**src/rtl/demux_1_8_16_if.sv**
```systemverilog
// Word-in / frame-out bus of the 1:8 demux frame collector.
// master = producer/consumer side, slave = the demux itself.
interface demux_1_8_16_if #(parameter int WIDTH = 16);
    logic [WIDTH-1:0] in;
    logic             s2, s1, s0;
    logic             auto;
    logic             in_valid;
    logic             in_ready;
    logic [WIDTH-1:0] o0, o1, o2, o3, o4, o5, o6, o7;
    logic [7:0]       loaded;
    logic             out_valid;
    logic             out_ack;

    modport master (
        output in, s2, s1, s0, auto, in_valid, out_ack,
        input  in_ready, o0, o1, o2, o3, o4, o5, o6, o7, loaded, out_valid
    );

    modport slave (
        input  in, s2, s1, s0, auto, in_valid, out_ack,
        output in_ready, o0, o1, o2, o3, o4, o5, o6, o7, loaded, out_valid
    );
endinterface

```
**src/rtl/demux_1_8_16.sv**
```systemverilog
// Registered 1:8 demux that collects eight words into a frame and stalls until acked.
// Optional DEMUX_1_8_16_CLEAR_ON_ACK_EN: zero all slots on the ack edge.
module demux_1_8_16 #(
    parameter int WIDTH = 16
) (
    input  logic                 clk,
    input  logic                 rst_n,
    demux_1_8_16_if.slave        bus
);
    localparam int NUM_SLOTS = 8;

    typedef enum logic {FILL, HOLD} state_t;

    typedef struct packed {
        logic             vld;
        logic [2:0]       idx;
        logic [WIDTH-1:0] data;
    } wr_req_t;

    state_t                             state, state_nxt;
    logic [2:0]                         ptr, ptr_nxt;
    logic [NUM_SLOTS-1:0]               loaded_q, loaded_nxt, wr_en;
    logic [NUM_SLOTS-1:0][WIDTH-1:0]    slot_q;
    wr_req_t                            req;
    logic                               ack, clr;

    assign req.vld  = bus.in_valid & (state == FILL);
    assign req.idx  = bus.auto ? ptr : {bus.s2, bus.s1, bus.s0};
    assign req.data = bus.in;
    assign ack      = (state == HOLD) & bus.out_ack;

`ifdef DEMUX_1_8_16_CLEAR_ON_ACK_EN
    assign clr = ack;
`else
    assign clr = 1'b0;
`endif

    always_comb begin
        wr_en = '0;
        if (req.vld) wr_en[req.idx] = 1'b1;
    end

    always_ff @(posedge clk or negedge rst_n) begin
        if (!rst_n) begin
            state    <= FILL;
            ptr      <= '0;
            loaded_q <= '0;
        end else begin
            state    <= state_nxt;
            ptr      <= ptr_nxt;
            loaded_q <= loaded_nxt;
        end
    end

    always_comb begin
        state_nxt  = state;
        ptr_nxt    = ptr;
        loaded_nxt = loaded_q;
        case (state)
            FILL: begin
                if (req.vld) begin
                    loaded_nxt = loaded_q | wr_en;
                    if (bus.auto) ptr_nxt = ptr + 3'd1;
                    // Go to HOLD on the same edge the last slot lands: no bubble.
                    if (&loaded_nxt) state_nxt = HOLD;
                end
            end
            HOLD: begin
                if (ack) begin
                    loaded_nxt = '0;
                    ptr_nxt    = '0;
                    state_nxt  = FILL;
                end
            end
            default: state_nxt = FILL;
        endcase
    end

    for (genvar g = 0; g < NUM_SLOTS; g++) begin : g_slot
        logic [WIDTH-1:0] q;
        always_ff @(posedge clk or negedge rst_n) begin
            if (!rst_n)        q <= '0;
            else if (clr)      q <= '0;
            else if (wr_en[g]) q <= req.data;
        end
        assign slot_q[g] = q;
    end

    assign bus.o0        = slot_q[0];
    assign bus.o1        = slot_q[1];
    assign bus.o2        = slot_q[2];
    assign bus.o3        = slot_q[3];
    assign bus.o4        = slot_q[4];
    assign bus.o5        = slot_q[5];
    assign bus.o6        = slot_q[6];
    assign bus.o7        = slot_q[7];
    assign bus.loaded    = loaded_q;
    assign bus.in_ready  = (state == FILL);
    assign bus.out_valid = (state == HOLD);
endmodule
```
**src/flat_wrapper.sv**
```systemverilog
// flat-port wrapper written by rule: the top's interface ports become plain ports
module demux_1_8_16_flat 
#(
    parameter int WIDTH = 16
)
  (clk, rst_n, bus_in, bus_s2, bus_s1, bus_s0, bus_auto, bus_in_valid, bus_out_ack, bus_in_ready, bus_o0, bus_o1, bus_o2, bus_o3, bus_o4, bus_o5, bus_o6, bus_o7, bus_loaded, bus_out_valid);
  demux_1_8_16_if #(.WIDTH(WIDTH)) bus_i ();
  input  logic clk;
  input  logic rst_n;
  input wire logic [$bits(bus_i.in)-1:0] bus_in;
  input wire logic [$bits(bus_i.s2)-1:0] bus_s2;
  input wire logic [$bits(bus_i.s1)-1:0] bus_s1;
  input wire logic [$bits(bus_i.s0)-1:0] bus_s0;
  input wire logic [$bits(bus_i.auto)-1:0] bus_auto;
  input wire logic [$bits(bus_i.in_valid)-1:0] bus_in_valid;
  input wire logic [$bits(bus_i.out_ack)-1:0] bus_out_ack;
  output wire logic [$bits(bus_i.in_ready)-1:0] bus_in_ready;
  output wire logic [$bits(bus_i.o0)-1:0] bus_o0;
  output wire logic [$bits(bus_i.o1)-1:0] bus_o1;
  output wire logic [$bits(bus_i.o2)-1:0] bus_o2;
  output wire logic [$bits(bus_i.o3)-1:0] bus_o3;
  output wire logic [$bits(bus_i.o4)-1:0] bus_o4;
  output wire logic [$bits(bus_i.o5)-1:0] bus_o5;
  output wire logic [$bits(bus_i.o6)-1:0] bus_o6;
  output wire logic [$bits(bus_i.o7)-1:0] bus_o7;
  output wire logic [$bits(bus_i.loaded)-1:0] bus_loaded;
  output wire logic [$bits(bus_i.out_valid)-1:0] bus_out_valid;
  assign bus_i.in = bus_in;
  assign bus_i.s2 = bus_s2;
  assign bus_i.s1 = bus_s1;
  assign bus_i.s0 = bus_s0;
  assign bus_i.auto = bus_auto;
  assign bus_i.in_valid = bus_in_valid;
  assign bus_i.out_ack = bus_out_ack;
  assign bus_in_ready = bus_i.in_ready;
  assign bus_o0 = bus_i.o0;
  assign bus_o1 = bus_i.o1;
  assign bus_o2 = bus_i.o2;
  assign bus_o3 = bus_i.o3;
  assign bus_o4 = bus_i.o4;
  assign bus_o5 = bus_i.o5;
  assign bus_o6 = bus_i.o6;
  assign bus_o7 = bus_i.o7;
  assign bus_loaded = bus_i.loaded;
  assign bus_out_valid = bus_i.out_valid;
  demux_1_8_16 #(.WIDTH(WIDTH)) u_core (.clk(clk), .rst_n(rst_n), .bus(bus_i));
endmodule
```
**config.mk**
```make
export PLATFORM = sky130hd
export DESIGN_NAME = demux_1_8_16_flat
export DESIGN_NICKNAME = d
export VERILOG_FILES = /design/src/rtl/demux_1_8_16_if.sv /design/src/rtl/demux_1_8_16.sv /design/src/flat_wrapper.sv
export SDC_FILE = /design/constraint.sdc
export NUM_CORES = 1
export LEC_CHECK = 0
export ABC_AREA = 1
export CAP_MARGIN = 20
export CORE_MARGIN = 5
export CORE_UTILIZATION = 44
export DETAILED_ROUTE_END_ITERATION = 10
export GPL_TIMING_DRIVEN = 0
export PLACE_DENSITY_LB_ADDON = 0.08
export SLEW_MARGIN = 20
export SYNTH_ARGS = -nofsm -noshare
export SYNTH_HDL_FRONTEND = slang
export SYNTH_SLANG_ARGS = --single-unit
```
**constraint.sdc**
```tcl
create_clock -name clk -period 1.8 [get_ports clk]
set_clock_uncertainty 0.05 [all_clocks]
set_input_delay 0.27 -clock clk [delete_from_list [all_inputs] [get_ports clk]]
set_output_delay 0.27 -clock clk [all_outputs]
set_load 0.1 [all_outputs]
```
# Yosys cells after proc, flatten, opt, wreduce, memory -nomap -nowiden
# Cells that the tools add are included.
totals:
  input_bits: 24
  output_inout_bits: 138
  register_bits: 140
  wordCells: 40
classes:
  add_sub_neg: 1
  magnitude_cmp: 2
  muxes: 15
  reduce_logical: 4
  bitwise_logic: 4
  eq_ne: 3
ops:
  columns: ["cell", "n"]
  rows:
  - ["2-to-1 mux 8 bit", 3]
  - ["case mux 8 bit (2 select lines)", 1]
  - ["2-to-1 mux 3 bit", 4]
  - ["OR 8 bit", 1]
  - ["AND reduction 8 bit", 1]
  - ["case mux 3 bit (2 select lines)", 1]
  - ["< comparator 3 x 4 -> 1 bit, second input constant", 1]
  - ["2-to-1 mux 1 bit", 4]
  - ["!= test 2 bit, second input constant", 2]
  - ["adder 3 x 1 -> 3 bit, second input constant", 1]
  - ["demux 1 bit (select 3 bit)", 1]
  - ["greater-or-equal comparator 3 x 1 -> 1 bit, second input constant", 1]
  - ["AND reduction 3 bit", 1]
  - ["bitwise AND 1 bit", 2]
  - ["!= test 2 x 1 -> 1 bit, second input constant", 1]
  - ["case mux 1 bit (2 select lines)", 1]
  - ["AND reduction 2 bit", 1]
  - ["logical AND 1 bit", 1]
  - ["NOT 1 bit", 1]

# Depth between registers and ports, before layout
# Gate-level depths: netlist (run 1).
depth:
  depth_word: 11
  ltp_mapped: 11
  depth_no_buf: 10

# Worst setup path before layout (run 1)
# OpenSTA, ideal clock, no wires.
synth_path:
  kind: "flip-flop to flip-flop"
  startpoint: "register u_core.state (netlist: u_core.bus.out_valid)"
  endpoint: "register u_core.g_slot[1].q[10] (netlist: u_core.bus.o1[10])"
  synth_period_minus_slack_ns: 2.728
  stages_incl_launch_ff: 8
  t_arrival_ns: 2.552
  path_buffers: 1
  t_required_ns: 1.624
  slack_ns: -0.928
  setup_ns: 0.126
  cell_sequence: "dfrtp_1 -> inv_1 -> nand2_1 -> a21oi_4 -> nand2_2 -> buf_2 -> nand2_1 -> o21ai_1"
synth_via:
  elab_chain_cells: 3
synth_lines:
  columns: ["element", "line", "source"]
  rows:
  - ["start: declaration", "demux_1_8_16.sv:20", "state_t state, state_nxt;"]
  - ["start signal: assignment", "demux_1_8_16.sv:49", "state <= state_nxt;"]
  - ["NOT 1 bit", null, null]
  - ["net bus_in_ready", "flat_wrapper.sv:17", "output wire logic [$bits(bus_i.in_ready)-1:0] bus_in_ready;"]
  - ["bitwise AND 1 bit", "demux_1_8_16.sv:27", "assign req.vld = bus.in_valid & (state == FILL);"]
  - ["2-to-1 mux 8 bit", "demux_1_8_16.sv:40", "if (req.vld) wr_en[req.idx] = 1'b1;"]
  - ["end signal: assignment", "demux_1_8_16.sv:84", "else if (wr_en[g]) q <= req.data;"]
  - ["end: declaration", "demux_1_8_16.sv:80", "logic [WIDTH-1:0] q;"]
# The timed path passes the listed nets, and every way through them passes these cells.
# A chain may end at the register's enable or synchronous reset.

# Final worst setup path (run 1)
layout_path:
  startpoint: "register u_core.state (netlist: u_core.bus.out_valid)"
  endpoint: "output port bus_in_ready"
layout_via:
  elab_chain_cells: 1
layout_lines:
  columns: ["element", "line", "source"]
  rows:
  - ["NOT 1 bit", "demux_1_8_16.sv:98", "assign bus.in_ready = (state == FILL);"]
  - ["end: declaration", "flat_wrapper.sv:17", null]
# No other way between the ends.

==> results of run 1 <==
-- metrics by stage --
stage	setup TNS, ns	instance area [µm²]	utilization [%]	std cells	worst slack (ns)
after floorplan	-26.83	5460	-	522	-0.210
after global placement	-690.91	7240	60.8	829	-5.86
after detailed placement	-1.11	7280	61.1	830	-0.236
after CTS	0	8070	67.7	863	0.0336
after global routing	0	8070	67.7	863	0.0151
final	0	8070	67.7	863	0.0573
-- final cells by class --
cell class	count	area, µm²
multi-input cells	325	1540
inverters	32	126
clock buffers	18	429
fillers	974	3840
clock inverters	14	186
repair buffers	162	1810
plain buffers	25	282
flip-flops and latches	140	3510
well taps	147	184
-- state kept, by name, summed over array words and instances (netlist names) --
register	count
u_core.bus.out_valid	1
u_core.bus.o0	16
u_core.bus.o7	16
u_core.bus.loaded	8
u_core.ptr	3
u_core.bus.o4	16
u_core.bus.o5	16
u_core.bus.o2	16
u_core.bus.o3	16
u_core.bus.o1	16
u_core.bus.o6	16
-- cells in the final DEF (no fill, tap or decap), types with 2 or more instances in the layout --
cell,count
a21oi_1,3
a21oi_2,5
buf_6,25
bufinv_16,3
clkbuf_16,17
clkdlybuf4s15_2,137
clkdlybuf4s50_1,21
clkinv_4,4
clkinvlp_4,2
dfrtp_1,139
inv_1,30
inv_6,3
inv_8,2
nand2_1,157
nand2_2,3
nand2_4,10
nand3_1,3
nor2_1,2
nor2_2,4
o21ai_0,6
o21ai_1,128
-- cells by family (layout without fill, tap and decap cells) --
logic type | Yosys count | in the layout
fa+ha+maj | 1 | 1
buf+inv | 57 | 251
compound gates | 143 | 143
flops | 140 | 140
simple gates | 181 | 181
-- worst min-delay path: stages --
cell	delay, ns
buf_6	0.12
nand3_1	0.07
o21ai_0	0.07
-- timing repair --
action                     4_1_cts  5_1_grt
hold endpoints to repair        68        0
setup endpoints to repair      138        0
hold buffers                     1        0
buffers inserted                 0        0
resized for setup              416        0
-- layer usage --
metal / up-vias / share of wire, %
met3: 25 / 7.5
met1: 2107 / 42
li1: 2063 / -
met5: - / 0
met4: 0 / 1.6
met2: 139 / 49
-- path summary, 6_finish.rpt --
| check | startpoint | to | depth (start not counted) |
|---|---|---|---|
| worst max-delay path | u_core.bus.out_valid | bus_in_ready | 2 |
| worst min-delay path | bus_auto | u_core.ptr[1] | 3 |
| worst max register to register | u_core.bus.out_valid | u_core.bus.out_valid | 9 |
| worst min register to register | u_core.bus.o7[0] | u_core.bus.o7[0] | 2 |
| max in group asynchronous | rst_n | u_core.bus.o3[10] | 3 |
| min in group asynchronous | rst_n | u_core.bus.o7[15] | 2 |
==> metrics, run 1 <==
GR peak layer=met2; Worst setup EP type=output pin; Max FO, Critical Path=3; Yosys Warn Count=0; initial antenna violation count=0; total wire length=14,900 µm; Max Slew Vio Count=0; DIE HEIGHT=120 µm; synth cell count leaders=nand2_1, dfrtp_1, o21ai_1; Mapped Nets=547; MaxCap Viol Count=0; largest family of logic cells by synthesized area=simple AND/OR/NAND/NOR gates; Post-synth ARST share=100%; core area=11,900 µm²; vias in the first global route=4,524; kind of critical path=reg -> out; # IOs=162; fmax=0.574 GHz; ant diodes=0; startpoint types=flip-flop; met2 Resource Use GR=34.7%; fin crit period=1.74 ns; top cells by area, synth=dfrtp_1, o21ai_1, nand2_1; GRT overflow=0; xor/xnor cell area share of the yosys netlist=0%; syn_area_per_cell=10.2 µm²; HP Class=in -> reg; length of the first detailed-routing pass in iterations=4; share of layout cells above drive strength 1=31.3%; Num CTS Buffers=17; Compound-Gate Fraction of Synth Area=13.7%; met3 Use GR=7.49%; Final HPWL DP=11,100 µm; pin count of the biggest net entering global routing=73; sequential share of the synthesized area=66.1%; Cell Chain, Critical Path=clkinvlp_4 > buf_2; Tcrit/Tclk final=96.8%; leading area contributor after synthesis=dfrtp_1; H-tree levels=4; top-count cell post-synth=nand2_1; Synth cell types=19; RSZ-0062 raised after global routing=false; crit path max-delay cell type=dfrtp_4; Setup-failing EPs final=0; CTS tree=yes; Total GRT Usage=21.4%; global-route wire length before repair=23,900 µm; drt via density=5.02; Clock Latency Late Sink=0.40 ns; Post-route DRC=0; CP bufs+invs=2; Sinks on Clock Net=140; Port-buffer cells=160; Initial Utilization=44.5%; Critical Path RT=1.48 ns; die span in x=120 µm; #FFs+latches synth=140; simple-gate share of the synthesized area=13.9%; die area=14,300 µm²; fin nets=728; worst reg-to-reg setup slack=0.23 ns; row count=40; Max stage delay on crit path=0.49 ns; CTS root buffer=clkbuf_16; total number of vias=4,334; Top FF cell, synth=dfrtp_1; status=finished, final reports clean; Slew HR=60.8%; adder-cell area share of the yosys netlist=0.236%; CP delay by family, top=buffers and inverters; top cell type's share of synthesized area=66.1%; hold slack=0.120 ns; mux contribution to synthesized area=0%; Arrival @ worst endpoint=1.42 ns; placer congestion estimate=0.867; clock-pin slew on the worst setup and hold paths=0.06 ns; antenna viol nets, final=0; endpoints failing hold=0; Syn-to-layout area delta=52.2%; WL per Instance=17.2 µm; Post-synth EDFFs=0; met1 usage=27.0%; Post-Syn Instances=522; clk buf depth=2; Netlist Area Pre-Place=5300 µm²; Tightest Pin Transition=0.590 ns; Initial DRC Count=248
Power of run 1 is left out: the tool's default activity adds up to more than one toggle a clock period on the data nets, which glitch-free logic cannot reach.
==> run 2, diff against run 1 <==
Settings changed: SKIP_LAST_GASP from default to 1.
==> run 2 against run 1 <==
  * Utilization unchanged
  * Cell count is the same
  * Wire length unchanged
  * Critical path depth is the same
  * Via count stayed put
  * First-iteration DRC count unchanged
  * Critical path type unchanged
==> metrics, run 2 (synthesis gave the netlist of run 1 again) <==
startpoint types=flip-flop; H-tree levels=4; initial antenna violation count=0; row count=40; fin crit period=1.74 ns; kind of critical path=reg -> out; die area=14,300 µm²; Num CTS Buffers=17; Tcrit/Tclk final=96.8%; Max FO, Critical Path=3; global-route wire length before repair=23,900 µm; CTS root buffer=clkbuf_16; Tightest Pin Transition=0.590 ns; ant diodes=0; most common cell after layout, fill and taps aside=nand2_1; Syn-to-layout area delta=52.2%; Worst setup EP type=output pin; HP Class=in -> reg; Port-buffer cells=160; Arrival @ worst endpoint=1.42 ns; pin count of the biggest net entering global routing=73; Total GRT Usage=21.4%; core area=11,900 µm²; length of the first detailed-routing pass in iterations=4; Clock Latency Late Sink=0.40 ns; Final HPWL DP=11,100 µm; drt via density=5.02; total number of vias=4,334; clock-pin slew on the worst setup and hold paths=0.06 ns; Post-route DRC=0; vias in the first global route=4,524; CTS tree=yes; placer congestion estimate=0.867; MaxCap Viol Count=0; fin nets=728; Sinks on Clock Net=140; GRT overflow=0; Max Slew Vio Count=0; total wire length=14,900 µm; Post-CTS Repair Setup Buffers=0; status=finished, final reports clean; worst slack, placed=-0.236 ns; most frequent cells in the layout=nand2_1, dfrtp_1, clkdlybuf4s15_2, o21ai_1, inv_1; WL per Instance=17.2 µm; # IOs=162; share of layout cells above drive strength 1=31.3%; utilization after layout=67.7%; antenna viol nets, final=0; fmax=0.574 GHz; Initial DRC Count=248; clk buf depth=2; Initial Utilization=44.5%; Slew HR=60.8%; Setup-failing EPs final=0; Critical Path RT=1.48 ns; die span in x=120 µm; setup ws final=0.0573 ns; endpoints failing hold=0; RSZ-0062 raised after global routing=false; DIE HEIGHT=120 µm
-- run 2: worst max-delay path, cell delays in order, from the launching register on --
cell        delay, ns
dfrtp_4          0.49
clkinvlp_4       0.10
buf_2            0.43
-- run 2: area by class of cell --
cell class                      instances  area [µm²]
Buffer                                 25         282
Clock buffer                           18         429
Clock inverter                         14         186
Fill cell                             974        3840
Inverter                               32         126
Multi-Input combinational cell        325        1540
Sequential cell                       140        3510
Tap cell                              147         184
Timing Repair Buffer                  162        1810
-- run 2: final timing paths --
kind / slack [ns] / depth (start not counted) / to / startpoint
max in group asynchronous: 0.64 / 3 / u_core.bus.o3[10] / rst_n
max: 0.06 / 2 / bus_in_ready / u_core.bus.out_valid
min in group asynchronous: 0.34 / 2 / u_core.bus.o7[15] / rst_n
min reg2reg: 0.44 / 2 / u_core.bus.o7[0] / u_core.bus.o7[0]
min: 0.12 / 3 / u_core.ptr[1] / bus_auto
max reg2reg: 0.23 / 9 / u_core.bus.out_valid / u_core.bus.out_valid
-- run 2: what timing repair did --
| action | 4_1_cts | 5_1_grt |
|---|---|---|
| hold buffers | 1 | 0 |
| resized for setup | 414 | 2 |
| endpoints found under the setup margin | 138 | 1 |
| endpoints found under the hold margin | 68 | 0 |
-- run 2: stage by stage --
step / hold WS, ns / std cells / setup TNS, ns / cell area, µm²
after floorplan: -0.0756 / 522 / -26.83 / 5460
after global placement: 0.421 / 829 / -690.91 / 7240
after detailed placement: 0.206 / 830 / -1.11 / 7280
after CTS: 0.109 / 863 / -0.0970 / 8080
after global routing: 0.116 / 863 / 0 / 8070
final: 0.120 / 863 / 0 / 8070
-- run 2: layer usage --
metal | share of wire [%] | wire length (µm) | GRT usage [%] | vias up
met1 | 42 | 6250 | 27.0 | 2107
met2 | 49 | 7240 | 34.7 | 139
met5 | 0 | 0 | 0 | -
li1 | - | - | - | 2063
met3 | 7.5 | 1120 | 7.49 | 25
met4 | 1.6 | 241 | 7.16 | 0
Power of run 2 is left out for the same reason.
==> run 3, diff against run 2 <==
Settings changed: TNS_END_PERCENT from default to 50.
==> run 3 against run 2 <==
  * The flow now finishes with violations (negative setup slack)
  * Register-to-register slack worse by 0.05 ns
  * Via count is 0.65% lower
  * Hold slack worse by 0.0043 ns
  * First-iteration DRC count is 23% higher
  * Non-clock buffer count stayed put
  * Worst setup slack worse by 0.20 ns
  * Count of clock-buffer cells in the layout stayed put
  * Flip-flop and latch count stayed put
  * Wire length is 0.97% higher
  * Critical path depth is 1 lower
  * Cell area is 4.3% lower
  * Cell count stayed put
==> metrics, run 3 (synthesis gave the netlist of run 1 again) <==
status=complete, but fails checks; failing checks=negative setup slack; Setup-failing EPs final=35; drt via density=4.99; RSZ-0062 raised after global routing=true; Initial Utilization=44.5%; row count=40; GRT overflow=0; Num CTS Buffers=17; reg2reg end=u_core.bus.o1[6]; Worst Hold Path Cells=3; Hold Path End=u_core.ptr[1]; initial antenna violation count=0; cell count after placement=830; Tcrit/Tclk final=108%; most frequent cells in the layout=nand2_1, dfrtp_1, o21ai_1, clkdlybuf4s15_2, clkbuf_2; endpoints failing hold=0; die area=14,300 µm²; length of the first detailed-routing pass in iterations=4; kind of critical path=reg -> out; Reg2Reg Depth=7; Slew HR=35.7%; Post-CTS Repair Setup Buffers=0; HP Class=in -> reg; MaxCap Viol Count=0; DIE HEIGHT=120 µm; # IOs=162; number of fill cells=987; Sinks on Clock Net=140; worst r2r src=u_core.bus.out_valid; worst slack, placed=-0.247 ns; Port-buffer cells=160; clock-pin slew on the worst setup and hold paths=0.06 ns; Post-route DRC=0; pin count of the biggest net entering global routing=80; placer congestion estimate=0.833; total wire length=15,000 µm; Clock Latency Late Sink=0.41 ns; CP bufs+invs=1; Syn-to-layout area delta=45.6%; startpoint types=flip-flop; CTS root buffer=clkbuf_16; share of layout cells above drive strength 1=26.0%; antenna viol nets, final=0; Arrival @ worst endpoint=1.62 ns; fmax=0.516 GHz; Critical Path RT=1.48 ns; most common cell after layout, fill and taps aside=nand2_1; Storage cell area=3510 µm²; fin crit period=1.94 ns; number of non-filler instances in the completed layout=863; Final Cell Area=7720 µm²; ant diodes=0; worst reg-to-reg setup slack=0.18 ns; clk buf depth=2; Worst setup EP type=output pin; die span in x=120 µm; H-tree levels=4; Max FO, Critical Path=2; Max Slew Vio Count=0; post-placement cell area=7250 µm²; CTS tree=yes; crit path max-delay cell type=dlygate4sd2_1; setup ws final=-0.139 ns; core area=11,900 µm²; Tightest Pin Transition=0.968 ns; total number of vias=4,306; area of the multi-input gates=1530 µm²; Max stage delay on crit path=0.86 ns; Initial DRC Count=304; CP delay by family, top=buffers and inverters; Total GRT Usage=21.5%; Cell Chain, Critical Path=dlygate4sd2_1; WL per Instance=17.4 µm; vias in the first global route=4,430; HP Start=bus_auto; global-route wire length before repair=24,000 µm; hold slack=0.115 ns; Final HPWL DP=11,000 µm; fin nets=728
==> run 3: what timing repair did <==
action	4_1_cts	5_1_grt
gates resized for setup	276	70
endpoints found under the hold margin	61	0
endpoints found under the setup margin	138	70
hold buffers	1	0
==> run 3: metal layers <==
| metal | track usage (%) | routed length (µm) | vias up |
|---|---|---|---|
| met5 | 0 | 0 | - |
| met4 | 6.08 | 51 | 0 |
| met3 | 7.12 | 935 | 5 |
| met2 | 34.9 | 7440 | 112 |
| met1 | 27.7 | 6570 | 2137 |
| li1 | - | - | 2052 |
==> run 3: worst max-delay path by stage <==
stage,startpoint,endpoint,slack (ns),cells after the start
floorplan,u_core.bus.out_valid,u_core.bus.out_valid,-0.21,9
global placement,rst_n,u_core.bus.out_valid,-5.84,1
detailed placement,u_core.bus.out_valid,bus_in_ready,-0.25,2
CTS,u_core.bus.o7[13],bus_o7[13],-0.16,1
global route,u_core.bus.o2[7],bus_o2[7],-0.17,1
finish,u_core.bus.o3[10],bus_o3[10],-0.14,1
==> run 3: layout make-up <==
type / instances / share of cell area [%]
flip-flops and latches: 140 / 45.4
multi-input cells: 325 / 19.8
repair buffers: 162 / 19.6
clock buffers: 18 / 5.69
plain buffers: 25 / 3.60
well taps: 147 / 2.38
clock inverters: 14 / 1.90
inverters: 32 / 1.64
==> run 3: through the flow <==
stage	util, %	setup TNS [ns]
after floorplan	-	-26.95
after global placement	60.6	-688.77
after detailed placement	60.9	-1.20
after CTS	65.9	-10.48
after global routing	64.8	-5.82
final	64.8	-4.29
==> run 3: worst reg2reg max path: stages, from the launching register on <==
cell	delay (ns)
dfrtp_4	0.49
clkinvlp_4	0.10
nand2_4	0.08
a21oi_4	0.27
nand2_4	0.16
buf_6	0.18
nand2_1	0.08
o21ai_1	0.08
Power of run 3 is left out for the same reason.
